--- src/rtl/core_pkg.sv ---
// Shared core definitions: register-file geometry and the writeback beat type.
package core_pkg;

    localparam int REG_INDX_W = 5;
    localparam int XLEN       = 32;

    localparam logic [REG_INDX_W-1:0] REG_ZERO = 5'd0;

    // One writeback beat as it travels from a requester to the register file.
    typedef struct packed {
        logic [REG_INDX_W-1:0] indx;
        logic [XLEN-1:0]       data;
    } wb_beat_t;

endpackage

--- src/rtl/rf_wb_starve_ctr.sv ---
// Starvation tracker for the load/CSR writeback port.
// Counts consecutive cycles that port B waits while valid, saturates at
// STARVE_LIMIT, and raises force_b once the limit is reached so that the
// next B request wins regardless of port A.
module rf_wb_starve_ctr #(
    parameter int STARVE_LIMIT = 4,
    parameter int CNT_W        = 4
) (
    input  logic             clk,
    input  logic             rst,
    input  logic             b_valid,
    input  logic             b_accept,
    output logic [CNT_W-1:0] starve_cnt,
    output logic             force_b
);

    localparam logic [CNT_W-1:0] LIMIT = CNT_W'(STARVE_LIMIT);

    assign force_b = (starve_cnt == LIMIT);

    // Saturating wait counter: cleared by any B accept, held when B is idle.
    // NOTE: sequential state uses non-blocking assignments so every register
    // samples pre-edge values regardless of statement order.
    always_ff @(posedge clk) begin
        if (rst) begin
            starve_cnt <= '0;
        end else if (b_accept) begin
            starve_cnt <= '0;
        end else if (b_valid && !force_b) begin
            starve_cnt <= starve_cnt + CNT_W'(1);
        end
    end

endmodule

--- src/rtl/rf_wb_arbiter.sv ---
// Writeback arbiter for the single register-file write port.
// Port A (execute) normally wins; port B (load/CSR) is guaranteed progress by
// the starvation tracker. The winning beat is registered into one output stage
// that drives the register file and doubles as the decode forwarding source.
module rf_wb_arbiter
    import core_pkg::*;
#(
    parameter int STARVE_LIMIT = 4,
    parameter int CNT_W        = 4
) (
    input  logic        clk,
    input  logic        rst,
    input  logic        a_valid,
    output logic        a_ready,
    input  logic [4:0]  a_indx,
    input  logic [31:0] a_data,
    input  logic        b_valid,
    output logic        b_ready,
    input  logic [4:0]  b_indx,
    input  logic [31:0] b_data,
    output logic        w_en,
    output logic [4:0]  w_indx,
    output logic [31:0] w_data,
    output logic        b_forced
);

    logic [CNT_W-1:0] starve_cnt;
    logic             force_b;
    logic             accept_a;
    logic             accept_b;
    logic             accept_any;
    wb_beat_t         winner;

    rf_wb_starve_ctr #(
        .STARVE_LIMIT(STARVE_LIMIT),
        .CNT_W       (CNT_W)
    ) u_starve_ctr (
        .clk       (clk),
        .rst       (rst),
        .b_valid   (b_valid),
        .b_accept  (accept_b),
        .starve_cnt(starve_cnt),
        .force_b   (force_b)
    );

    // Grant decision: A has priority unless B has waited too long; nothing is
    // granted while reset is held so in-flight requests simply stay pending.
    // NOTE: every output gets a default before the branches so no path leaves
    // a signal unassigned, which would infer a latch.
    always_comb begin
        a_ready = 1'b0;
        b_ready = 1'b0;
        if (!rst) begin
            if (force_b) begin
                b_ready = 1'b1;
                a_ready = !b_valid;
            end else begin
                a_ready = 1'b1;
                b_ready = !a_valid;
            end
        end
    end

    assign b_forced   = force_b && b_valid;
    assign accept_a   = a_valid && a_ready;
    assign accept_b   = b_valid && b_ready;
    assign accept_any = accept_a || accept_b;

    // Select the beat of whichever port was accepted; grants are exclusive.
    always_comb begin
        winner = '{indx: a_indx, data: a_data};
        if (accept_b) begin
            winner = '{indx: b_indx, data: b_data};
        end
    end

    // Output stage: one-cycle write pulse; index/data hold between writes so
    // the forwarding path always sees the most recent committed beat. Writes
    // to x0 complete their handshake but never raise w_en.
    always_ff @(posedge clk) begin
        if (rst) begin
            w_en   <= 1'b0;
            w_indx <= '0;
            w_data <= '0;
        end else begin
            w_en <= accept_any && (winner.indx != REG_ZERO);
            if (accept_any && (winner.indx != REG_ZERO)) begin
                w_indx <= winner.indx;
                w_data <= winner.data;
            end
        end
    end

endmodule

--- config.mk ---
export PLATFORM = sky130hd
export DESIGN_NAME = rf_wb_arbiter
export DESIGN_NICKNAME = d
export VERILOG_FILES = /design/src/rtl/core_pkg.sv /design/src/rtl/rf_wb_starve_ctr.sv /design/src/rtl/rf_wb_arbiter.sv
export SDC_FILE = /design/constraint.sdc
export NUM_CORES = 1
export LEC_CHECK = 0
export BUFFER_PORTS_ARGS = -buffer_cell sky130_fd_sc_hd__buf_2
export CELL_PAD_IN_SITES_DETAIL_PLACEMENT = 0
export CELL_PAD_IN_SITES_GLOBAL_PLACEMENT = 2
export CORE_UTILIZATION = 22
export CTS_CLUSTER_SIZE = 10
export DETAILED_ROUTE_END_ITERATION = 8
export PLACE_DENSITY = 0.83
export SLEW_MARGIN = 20
export SYNTH_ARGS = -nofsm -noshare
export SYNTH_HDL_FRONTEND = slang
export SYNTH_SLANG_ARGS = --single-unit
--- constraint.sdc ---
create_clock -name clk -period 1.8 [get_ports clk]
set_input_delay 0.18 -clock clk [delete_from_list [all_inputs] [get_ports clk]]
set_output_delay 0.18 -clock clk [all_outputs]
set_load 0.03 [all_outputs]
==> metrics.txt <==
first-pass GRT wire length about 12 mm; Sequential Power Share 0.428; capturing element type of the critical path register; Avg Cell Area, Syn 8.75 µm²; cell row count 35; detailed-routing iteration count for the pre-antenna-repair pass 4; Max Transition Viols Final 0; die outline area around 10,000 µm²; number of max-capacitance violations reported 0; share of post-route cells with drive strength above 1 0.500; number of instances in the synthesized netlist approximately 250; most frequent standard cell in the layout excluding fill and tap cells sky130_fd_sc_hd__buf_2; nets in the synthesized netlist 328; sum of negative setup slack -0.443 ns; highest clock rate 0.546 GHz; share of power burned in the clock network 0.265; Pwr Total 2.48 mW; remaining routing DRC violations 0; starting density of the core 0.230; Top Ports ~120; Finished Layout Cells between 500 and 600; Hold Vio Cnt, Final 0; RSZ-0062 raised after global routing true; antenna violations before repair 0; cell chain of the critical path inv_2 > ha_4 > and3b_2 > o21ai_4 > mux2i_4 > buf_12 > a2111oi_1; largest net degree at the start of global routing 43; Worst Setup Slack, final -0.0306 ns; switching power as a share of total power 0.341; Synth Register Bits 42; slew at the pin closest to its max-slew limit between 0.6 and 0.7 ns; number of distinct library cells after synthesis 31; internal power consumption 1.63 mW; Worst EP arrival just under 2 ns; Top Family by Delay on Critical Path multiplexers; post-layout minimum cycle time 1.83 ns; highest-count cells in the layout ignoring fill and taps 117 x sky130_fd_sc_hd__buf_2, 40 x sky130_fd_sc_hd__dfxtp_1, 37 x sky130_fd_sc_hd__nor3_1; status finished, violations left; power density over cell area around 730 nW/µm²; number of CTS-inserted buffers 5; # port buffers around 120; initial DRC count 69; Post-Syn Area approximately 2200 µm²; part of the cycle the worst path needs 1.02; depth of the CTS H-tree 2; most area-hungry cell type in the Yosys netlist sky130_fd_sc_hd__dfxtp_1; net switching component of the power approximately 850 µW; number of routed nets with antenna violations 0; total track usage 0.149; setup slack at placement -0.0925 ns; tightest hold margin roughly 0.17 ns; vias in the first global route 2,433; maximum fanout along the worst path 16; total overflow reported by the global router 0; count of warnings emitted by yosys 0; library cell contributing the largest single delay on the critical path sky130_fd_sc_hd__mux2i_4; count of antenna diodes in the layout 0; clock network latency to the later pin of the worst-skew pair approximately 0.3 ns; combined area of the multi-input logic cells 1310 µm²; worst hold path class input pin to register; WS Path Type register to register; part of the power in combinational logic 0.307; peak ir drop on the vdd network around 0.00026 V; final net count ~450; clk sinks between 40 and 50; TritonCTS clock tree built; total leakage power approximately 1.4 nW; Sequential Area ~840 µm²; final worst clock skew ~0.0066 ns; detailed placer's ending HPWL ~5.1 mm; number of endpoints failing setup at the final stage 30; horizontal die dimension slightly above 100 µm; Core Region about 9400 µm²; violated checks negative setup slack; buffers and inverters on the worst path 2; worst max-slew margin expressed relative to the limit 0.550; Area growth, synth to finish 56.7%; final weighted congestion of routability-driven global placement 0.713; via total after detailed routing about 2,400; sequential element share of the synthesized area 0.388; mean number of vias per cell between 4 and 5; FILL cells about 1,000; number of cells after detailed placement 489; mean routed wirelength per cell 15.1 µm; maximum clock path buffer count 2; total wire length ~7.6 mm; Max stage delay on crit path roughly 0.38 ns; post-CTS clock slew at the launch and capture registers of the worst setup and hold paths about 0.090 ns; startpoint kind of the worst setup timing path register; portion of synthesized cell area occupied by the leading cell type 0.388; Area contributors post-synth sky130_fd_sc_hd__dfxtp_1 39%, sky130_fd_sc_hd__a2111oi_0 9.7%, sky130_fd_sc_hd__nor4_1 9.5%; number of buffers inserted for hold repair after clock tree synthesis 0; Required @ worst endpoint 1.95 ns; root cell of the clock tree sky130_fd_sc_hd__clkbuf_8; vertical extent of the die about 100 µm
==> Yosys cell counts (all sizes together) <==
| master | n |
|---|---|
| nor4 | 33 |
| nand2 | 1 |
| nor2b | 1 |
| xor2 | 1 |
| ha | 2 |
| nor2 | 3 |
| buf | 17 |
| clkbuf | 8 |
| mux2i | 11 |
| xnor2 | 2 |
| a21oi | 2 |
| o21bai | 2 |
| o21ai | 1 |
| dfxtp | 42 |
| nand3b | 1 |
| a21boi | 1 |
| a2111oi | 34 |
| or4 | 1 |
| nand3 | 2 |
| nand2b | 4 |
| and3b | 1 |
| nor3 | 37 |
| or2 | 1 |
| and2 | 1 |
| inv | 39 |
==> repair_timing <==
item | in CTS | in global routing
pin swaps | 14 | 3
setup endpoints to repair | 31 | 39
gates cloned | 1 | 0
setup buffers | 4 | 0
resized for setup | 42 | 20
==> power groups by stage <==
stage                     sequential [mW]  combinational [mW]  clock, mW
after floorplan                      1.24               0.233          0
after global placement               1.08               0.657          0
after detailed placement             1.08               0.662          0
after CTS                            1.06               0.755      0.690
after global routing                 1.07               0.820      0.724
final                                1.06               0.760      0.658
==> stage by stage <==
stage | instance area, µm² | utilization
after floorplan | 2170 | -
after global placement | 3020 | 0.321
after detailed placement | 3020 | 0.321
after CTS | 3370 | 0.357
after global routing | 3400 | 0.361
final | 3400 | 0.361
==> cells by family after synthesis <==
family	after synthesis	synth area share
AOI/OAI and AO/OA	40	0.187
xor gates and xnor gates	3	0.0121
adders and majority gates	2	0.0115
buffers and inverters	64	0.123
DFF	42	0.388
muxes	11	0.0525
and+or+nand+nor	86	0.226
==> worst paths after layout <==
| path | start | depth (start not counted) | endpoint | slack [ns] |
|---|---|---|---|---|
| worst max-delay path | u_starve_ctr.starve_cnt[0]$_SDFFE_PP0P_ | 7 | w_data[28]$_SDFFE_PP0P_ | -0.03 |
| worst max register to register | u_starve_ctr.starve_cnt[0]$_SDFFE_PP0P_ | 7 | w_data[28]$_SDFFE_PP0P_ | -0.03 |
| worst min-delay path | rst | 2 | w_data[11]$_SDFFE_PP0P_ | 0.17 |
| worst min register to register | w_data[28]$_SDFFE_PP0P_ | 2 | w_data[28]$_SDFFE_PP0P_ | 0.47 |
==> registers in the layout, indices dropped and copies added, names as in the netlist <==
name,flops
w_indx,5
w_en,1
w_data,32
u_starve_ctr.starve_cnt,4
==> layout make-up <==
cell class,count,area share
multi-input combinational,142,0.386
sequential,42,0.248
timing repair buffer,141,0.247
tap,129,0.0475
inverter,39,0.0445
clock buffer,7,0.0254
clock inverter,1,0.00147
==> routing by layer <==
| metal | vias to the layer above | global-route usage | wire, µm |
|---|---|---|---|
| met2 | 77 | 0.265 | 3790 |
| li1 | 1161 | - | - |
| met3 | 11 | 0.0338 | 421 |
| met5 | - | 0 | 0 |
| met1 | 1127 | 0.178 | 3270 |
| met4 | 0 | 0.0446 | 104 |
Power figures use the tool's default switching activity.
